## src/rtl/booth_mult_seq.sv

```systemverilog
// Sequential radix-2 Booth multiplier: signed W x W -> 2W product, one Booth step per clock.
// Optional macro BOOTH_ZERO_SKIP_EN: zero operands bypass RUN and finish in one cycle.
module booth_mult_seq #(
    parameter int W = 8
) (
    input  logic                  clk,
    input  logic                  rst_n,
    input  logic                  start,
    input  logic signed [W-1:0]   mcand,
    input  logic signed [W-1:0]   mplier,
    output logic                  ready,
    output logic                  busy,
    output logic                  done,
    output logic signed [2*W-1:0] product
);

    localparam int CW = $clog2(W + 1);

    typedef enum logic [1:0] {
        IDLE,
        RUN,
        DONE
    } state_t;

    state_t state, state_nxt;

    logic signed [W:0]   a;
    logic signed [W:0]   m;
    logic signed [W:0]   a_sum;
    logic signed [W:0]   a_sh;
    logic        [W-1:0] q;
    logic        [W-1:0] q_sh;
    logic                q_1;
    logic                q1_sh;
    logic        [CW-1:0] cnt;
    logic                last_step;
    logic                zero_op;

    // Single (W+1)-bit adder: y is inverted and carry injected when subtracting; carry-out dropped.
    function automatic logic signed [W:0] addsub(input logic signed [W:0] x,
                                                 input logic signed [W:0] y,
                                                 input logic              sub);
        addsub = x + (y ^ {(W+1){sub}}) + {{W{1'b0}}, sub};
    endfunction

`ifdef BOOTH_ZERO_SKIP_EN
    assign zero_op = (mcand == '0) || (mplier == '0);
`else
    assign zero_op = 1'b0;
`endif

    assign last_step = (cnt == CW'(1));

    always_comb begin
        a_sum = a;
        case ({q[0], q_1})
            2'b01:   a_sum = addsub(a, m, 1'b0);
            2'b10:   a_sum = addsub(a, m, 1'b1);
            default: a_sum = a;
        endcase
        // Arithmetic shift of {A,Q,q_1}; A's sign bit is replicated.
        a_sh  = {a_sum[W], a_sum[W:1]};
        q_sh  = {a_sum[0], q[W-1:1]};
        q1_sh = q[0];
    end

    always_ff @(posedge clk or negedge rst_n) begin
        if (!rst_n) begin
            state <= IDLE;
        end else begin
            state <= state_nxt;
        end
    end

    always_comb begin
        state_nxt = state;
        case (state)
            IDLE:    if (start) state_nxt = zero_op ? DONE : RUN;
            RUN:     if (last_step) state_nxt = DONE;
            DONE:    state_nxt = IDLE;
            default: state_nxt = IDLE;
        endcase
    end

    assign ready = (state == IDLE);
    assign busy  = (state == RUN);
    assign done  = (state == DONE);

    always_ff @(posedge clk or negedge rst_n) begin
        if (!rst_n) begin
            a       <= '0;
            m       <= '0;
            q       <= '0;
            q_1     <= 1'b0;
            cnt     <= '0;
            product <= '0;
        end else begin
            case (state)
                IDLE: begin
                    if (start) begin
                        a   <= '0;
                        q   <= mplier;
                        q_1 <= 1'b0;
                        m   <= {mcand[W-1], mcand};
                        cnt <= CW'(W);
                        if (zero_op) product <= '0;
                    end
                end
                RUN: begin
                    a   <= a_sh;
                    q   <= q_sh;
                    q_1 <= q1_sh;
                    cnt <= cnt - CW'(1);
                    if (last_step) product <= {a_sh[W-1:0], q_sh};
                end
                default: ;
            endcase
        end
    end

endmodule

```

## config.mk

```make
export PLATFORM = sky130hd
export DESIGN_NAME = booth_mult_seq
export DESIGN_NICKNAME = d
export VERILOG_FILES = /design/src/rtl/booth_mult_seq.sv
export SDC_FILE = /design/constraint.sdc
export NUM_CORES = 1
export LEC_CHECK = 0
export CAP_MARGIN = 10
export CORE_AREA = 2 2 86 88
export DETAILED_ROUTE_END_ITERATION = 10
export DIE_AREA = 0 0 88 90
export MAX_ROUTING_LAYER = met4
export PLACE_DENSITY = 0.66
export SLEW_MARGIN = 40
export SYNTH_ARGS = -nofsm -noshare
export SYNTH_HDL_FRONTEND = slang
export SYNTH_SLANG_ARGS = --single-unit
```

## constraint.sdc

```tcl
create_clock -name clk -period 2 [get_ports clk]
set_clock_uncertainty 0.1 [all_clocks]
set_input_delay 0.4 -clock clk [delete_from_list [all_inputs] [get_ports clk]]
set_output_delay 0.4 -clock clk [all_outputs]
set_load 0.1 [all_outputs]
```

==> run summary, run 1 <==
sequential share of the synthesized area = 0.428
slew margin rel. = 0.588
number of synthesized register bits = 47
count of pins on the block boundary = 38
routed length on met3 = 363 um
Sum Neg Setup Slack = -2.25 ns
cells after synthesis = 310
Setup violations, final = 14
mean cell area of the mapped netlist = 8.87 um^2
total wire length after detailed routing = 8.06 mm
number of levels in the clock H-tree = 2
combinational family with the most area after synthesis = compound AO/OA/AOI/OAI gates
largest cells by area after synthesis = sky130_fd_sc_hd__dfrtp_1 (43%), sky130_fd_sc_hd__ha_1 (9.1%), sky130_fd_sc_hd__nand2_1 (8.6%)
remaining global-route overflow = 0
Critical Path Start Type = register
number of CTS-inserted buffers = 5
post-synthesis share of cell area spent on xor and xnor gates = 0.00955
setup slack of the critical path after layout = -0.232 ns
Main synth FF type = sky130_fd_sc_hd__dfrtp_1
Max clock buf depth = 2
area of the mapped netlist = 2750 um^2
Worst EP arrival = 2.37 ns
Area Overhead vs Synth = 55.2%
gr usage total = 0.211
number of DRC violations after detailed routing = 0
Die Ht = 90 um
CP endpoint kind = register
antenna violations before repair = 0
DRT antenna net count = 0
clock net sink count = 47
maximum clock rate = 0.448 GHz
share of Yosys cell area claimed by the top area cell type = 0.428
number of optimization iterations in the first detailed-route pass = 4
crit path max fanout = 4
proportion of register bits with asynchronous set or reset after synthesis = 1.00
clock latency on the worst-skew pair = 0.30 ns
IO buf count = 37
final hold violation count = 0
Filler Cells Inserted = 558
Setup Crit Path Kind = reg2reg
DR top layer = met4
count of different cell masters after synthesis = 49
M1 WL = 3.63 mm
EDFF count, synth = 0
RSZ-0062 raised after global routing = yes
Pins Over Slew Limit = 0
post-synthesis cell type with the largest combined area = sky130_fd_sc_hd__dfrtp_1
compound-gate portion of the synthesized area = 0.208
run status = finished, violations left
Tightest Pin Transition = 0.615 ns
pre-CTS worst setup slack = -0.235 ns
ANT cells = 0
mux share of post-synthesis cell area = 0.00773
number of rows in the core area = 31
die extent in x = 88 um
Vias/cell = 5.32
post-layout util = 0.608
commonest cells in the netlist = sky130_fd_sc_hd__nand2_1 (63), sky130_fd_sc_hd__dfrtp_1 (47), sky130_fd_sc_hd__o21ai_0 (26)
max-capacitance violation count = 0
adder-cell share of the synthesized area = 0.106
number of DRC violations after detailed-routing iteration 0 = 138
library cell with the highest instance count after synthesis = sky130_fd_sc_hd__nand2_1
global-route wire length before repair = 12.8 mm
number of warnings issued by yosys = 0
nets@finish = 440
fraction of layout cells with a size suffix above 1 = 0.338
Data required, critical path = 2.14 ns
clock tree from TritonCTS = built
routed len/inst = 16.1 um
sum of met2 wire segment lengths after detailed routing = 3.93 mm
vias after detailed routing = 2,654
path class of the lowest-slack min-delay path = reg2reg
number of nets produced by synthesis = 351
largest net degree at the start of global routing = 48
ratio of final minimum period to clock period = 1.12
failing checks = negative setup slack
initial cell density of the core = 0.392
placeable core area = 7020 um^2
Simple-Gate Fraction of Synth Area = 0.185
estimated wirelength of the detail-placed design = 5.34 mm
root buffer cell = sky130_fd_sc_hd__clkbuf_8
Die Footprint = 7920 um^2
routability congestion estimate from global placement = 0.917
via count of the first global-routing pass = 2,596
minimum clock period = 2.23 ns
Clock transition at path regs = 0.10 ns
## cell families after synthesis
logic type,count (synthesis)
and+or+nand+nor,113
buffers and inverters,39
xor gates and xnor gates,3
DFF,47
muxes,2
AOI/OAI and AO/OA,84
adders and majority gates,22
## stage by stage
stage	hold slack [ns]	area, um^2	instances
6_report	0.409	4270	499
5_1_grt	0.434	4270	499
4_1_cts	0.413	3990	491
3_5_place_dp	0.306	3770	478
3_3_place_gp	0.303	3770	478
2_1_floorplan	0.00441	2800	310
## area by class of cell
type | instances | area, um^2 | area share
clock inverters | 1 | 8.76 | 0.00205
clock buffers | 7 | 86.3 | 0.0202
inverters | 25 | 96.3 | 0.0226
repair buffers | 96 | 1020 | 0.240
flip-flops and latches | 47 | 1180 | 0.275
multi-input cells | 224 | 1750 | 0.411
well taps | 99 | 124 | 0.0290
## routing by layer
layer	vias up	track usage
met5	-	-
met2	83	0.320
li1	1266	-
met1	1292	0.300
met4	0	0.0513
met3	13	0.0275
## final timing paths
path,start,endpoint,slack (ns),depth (start not counted)
worst min-delay path,q[2]$_DFFE_PN0P_,product[1]$_DFFE_PN0P_,0.41,2
worst max register to register,a[1]$_DFFE_PN0P_,a[6]$_DFFE_PN0P_,-0.23,9
worst max-delay path,a[1]$_DFFE_PN0P_,a[6]$_DFFE_PN0P_,-0.23,9
max in group asynchronous,rst_n,m[2]$_DFFE_PN0P_,1.07,3
min in group asynchronous,rst_n,product[3]$_DFFE_PN0P_,0.50,3
worst min register to register,q[2]$_DFFE_PN0P_,product[1]$_DFFE_PN0P_,0.41,2
## what timing repair did
| item | CTS | global route |
|---|---|---|
| resized for setup | 19 | 38 |
| hold buffers | 1 | 0 |
| cloned | 0 | 0 |
| endpoints found under the setup margin | 14 | 15 |
| endpoints found under the hold margin | 47 | 0 |
| pin swaps | 8 | 20 |
| buffers inserted | 4 | 8 |
## cells in the final DEF (no fill, tap or decap), drive strengths merged, types with 2 or more instances in the layout
cell type,Yosys,layout
nand2b,3,3
and2,3,3
nor3,5,5
nor2b,3,3
o221ai,2,2
or3,4,4
a21oi,6,6
o21bai,3,3
clkbuf,6,7
dfrtp,47,47
a221oi,3,3
o31a,2,2
buf,8,78
clkdlybuf4s50,0,17
o31ai,7,7
a221o,3,3
inv,25,25
a22oi,7,7
nand3,12,12
ha,20,20
nor4,3,3
xnor2,2,2
o21ai,28,28
nor3b,2,2
nand2,63,63
a211oi,4,4
o21a,3,3
fa,2,2
a31oi,4,4
nor2,12,12
a22o,3,3
and3,2,2
## worst max-delay path, cell delays in order (launching register included)
cell and delay [ns]:
sky130_fd_sc_hd__dfrtp_1 0.40, sky130_fd_sc_hd__buf_6 0.13, sky130_fd_sc_hd__ha_4 0.23, sky130_fd_sc_hd__nor2b_4 0.12
sky130_fd_sc_hd__o31a_1 0.30, sky130_fd_sc_hd__buf_4 0.17, sky130_fd_sc_hd__a211o_1 0.32, sky130_fd_sc_hd__o311ai_4 0.08
sky130_fd_sc_hd__a22o_1 0.21, sky130_fd_sc_hd__o2bb2ai_2 0.10
## state kept, by name (all words and copies together), names as in the netlist
signal,cells
q,8
product,16
a,8
q_1,1
m,8
cnt,4
state,2
Power of run 1 is left out: the tool's default activity adds up to more than one toggle a clock period on the data nets, which glitch-free logic cannot reach.
==> run 2, diff against run 1 <==
Settings changed: ABC_CLOCK_PERIOD_IN_PS set to 2000, CORE_AREA 2 2 86 88 to 3 3 87 89, DIE_AREA 0 0 88 90 to 0 0 90 92, TNS_END_PERCENT set to 20.
==> run 2 against run 1 <==
The flow still finishes with violations (negative setup slack). Critical path type unchanged. Wire length shrank 4.7%. Critical endpoint is now a[5]$_DFFE_PN0P_. Critical path depth did not move. Cell count decreased by 2.2%. Non-clock buffer count decreased by 8. Maximum frequency up 0.98%. First-iteration DRC count increased by 17%.
==> run summary, run 2 (synthesis gave the netlist of run 1 again) <==
global-route wire length before repair = 12.6 mm (-1.4%)
Slowest Stage Delay on Critical Path = 0.41 ns (about the same)
final hold violation count = 0 (unchanged)
commonest cells after routing, fill and taps aside = sky130_fd_sc_hd__nand2_1 (62), sky130_fd_sc_hd__buf_4 (49), sky130_fd_sc_hd__dfrtp_1 (47), sky130_fd_sc_hd__o21ai_0 (23)
number of optimization iterations in the first detailed-route pass = 4 (unchanged)
Worst EP arrival = 2.30 ns (-0.07 ns)
most common cell after layout, fill and taps aside = sky130_fd_sc_hd__nand2_1
flip-flop count of the largest register, all copies and words added = 16 (unchanged)
placeable core area = 6830 um^2 (-2.7%)
number of CTS-inserted buffers = 5 (unchanged)
largest net degree at the start of global routing = 48 (unchanged)
number of levels in the clock H-tree = 2 (unchanged)
path class of the lowest-slack min-delay path = reg2reg
worst-path cell chain = inv_1 > ha_2 > fa_2 > nor2b_2 > o31a_1 > o21a_1 > or3_1 > a41oi_2 > o21ai_1
run status = finished, violations left
CP endpoint kind = register
setup slack of the critical path after layout = -0.210 ns (+0.0216 ns)
Vias/cell = 5.15 (-3.3%)
root buffer cell = sky130_fd_sc_hd__clkbuf_8
clock net sink count = 47 (unchanged)
ratio of final minimum period to clock period = 1.11 (-0.0108)
failing checks = negative setup slack
RSZ-0062 raised after global routing = yes
Filler Cells Inserted = 595 (+6.6%)
IO buf count = 37 (unchanged)
die extent in x = 90 um (+2.3%)
Area Overhead vs Synth = 46.1%
maximum clock rate = 0.452 GHz (+0.98%)
routed len/inst = 15.7 um (-2.5%)
count of pins on the block boundary = 38 (unchanged)
Die Footprint = 8280 um^2 (+4.5%)
Setup Crit Path Kind = reg2reg
Setup violations, final = 13 (-1)
vias after detailed routing = 2,511 (-5.4%)
slew margin rel. = 0.723 (+0.134)
Die Ht = 92 um (+2.2%)
Data required, critical path = 2.09 ns (-0.05 ns)
gr usage total = 0.191 (-0.0197)
crit path max fanout = 3 (-1)
initial cell density of the core = 0.403 (+0.0108)
number of rows in the core area = 30 (-3.2%)
register with the most flip-flops = product
number of DRC violations after detailed routing = 0 (unchanged)
max-capacitance violation count = 0 (unchanged)
Max clock buf depth = 2 (unchanged)
ANT cells = 0 (unchanged)
critical path's slowest cell = sky130_fd_sc_hd__dfrtp_1
Clock transition at path regs = 0.10 ns (about the same)
minimum clock period = 2.21 ns (-0.0216 ns)
fraction of layout cells with a size suffix above 1 = 0.281 (-0.0569)
Pins Over Slew Limit = 0 (unchanged)
via count of the first global-routing pass = 2,638 (+1.6%)
nets@finish = 432 (-1.8%)
clock tree from TritonCTS = built
total wire length after detailed routing = 7.68 mm (-4.7%)
remaining global-route overflow = 0 (unchanged)
clock latency on the worst-skew pair = 0.31 ns (about the same)
estimated wirelength of the detail-placed design = 5.52 mm (+3.3%)
number of DRC violations after detailed-routing iteration 0 = 162 (+17%)
DRT antenna net count = 0 (unchanged)
routability congestion estimate from global placement = 0.915 (-0.22%)
pre-CTS worst setup slack = -0.318 ns (-0.0828 ns)
antenna violations before repair = 0 (unchanged)
Critical Path Start Type = register
Tightest Pin Transition = 0.415 ns (-0.200 ns)
-- run 2: cell types whose count changed in the layout (fill, tap and decap cells not counted), sizes merged --
cell    before  now
buf         78   70
clkbuf       7    5
bufinv       0    1
inv         25   26
-- run 2: metrics by stage --
step	instance area (um^2)	instances	utilization	TNS (ns)	hold WS [ns]
final	4020	488	0.588	-2.14	0.404
after global routing	4020	488	0.588	-3.75	0.423
after CTS	3990	488	0.584	-1.99	0.409
after detailed placement	3750	477	0.549	-3.10	0.305
after global placement	3750	477	0.549	-2.43	0.304
after floorplan	2770	310	-	-0.972	0.00441
-- run 2: layout make-up --
class	instances	area (um^2)	share of cell area
multi-input cells	224	1560	0.388
repair buffers	88	953	0.237
inverters	25	93.8	0.0233
clock inverters	3	47.5	0.0118
well taps	96	120	0.0299
flip-flops and latches	47	1180	0.293
clock buffers	5	68.8	0.0171
-- run 2: repair_timing --
item | 4_1_cts | 5_1_grt
endpoints found under the setup margin | 14 | 14
resized for setup | 20 | 7
buffers inserted | 2 | 0
hold buffers | 1 | 0
pin swaps | 8 | 5
hold endpoints to repair | 47 | 0
-- run 2: layer usage --
layer  part of all wire  wire [um]  vias up  GRT usage
li1                   -          -     1250          -
met1               0.46       3520     1204      0.232
met2               0.50       3830       47      0.333
met3              0.030        232       10     0.0361
met4              0.013         99        0     0.0434
met5                  0          0        -          -
-- run 2: final timing paths --
path,start,endpoint,slack [ns],cells past startpoint
hold / removal,cnt[3]$_DFFE_PN0P_,cnt[3]$_DFFE_PN0P_,0.40,1
max in group asynchronous,rst_n,product[15]$_DFFE_PN0P_,1.05,3
setup / recovery,a[0]$_DFFE_PN0P_,a[5]$_DFFE_PN0P_,-0.21,9
setup reg to reg,a[0]$_DFFE_PN0P_,a[5]$_DFFE_PN0P_,-0.21,9
min in group asynchronous,rst_n,a[2]$_DFFE_PN0P_,0.50,3
hold reg to reg,cnt[3]$_DFFE_PN0P_,cnt[3]$_DFFE_PN0P_,0.40,1
-- run 2: worst max-delay path, delay by kind of cell, from the launching register on --
family | cells | cell delay [ns]
adders and majority gates | 2 | 0.42
buffers and inverters | 1 | 0.07
AOI/OAI and AO/OA | 4 | 0.71
DFF | 1 | 0.41
and+or+nand+nor | 2 | 0.37
Power of run 2 is left out for the same reason.
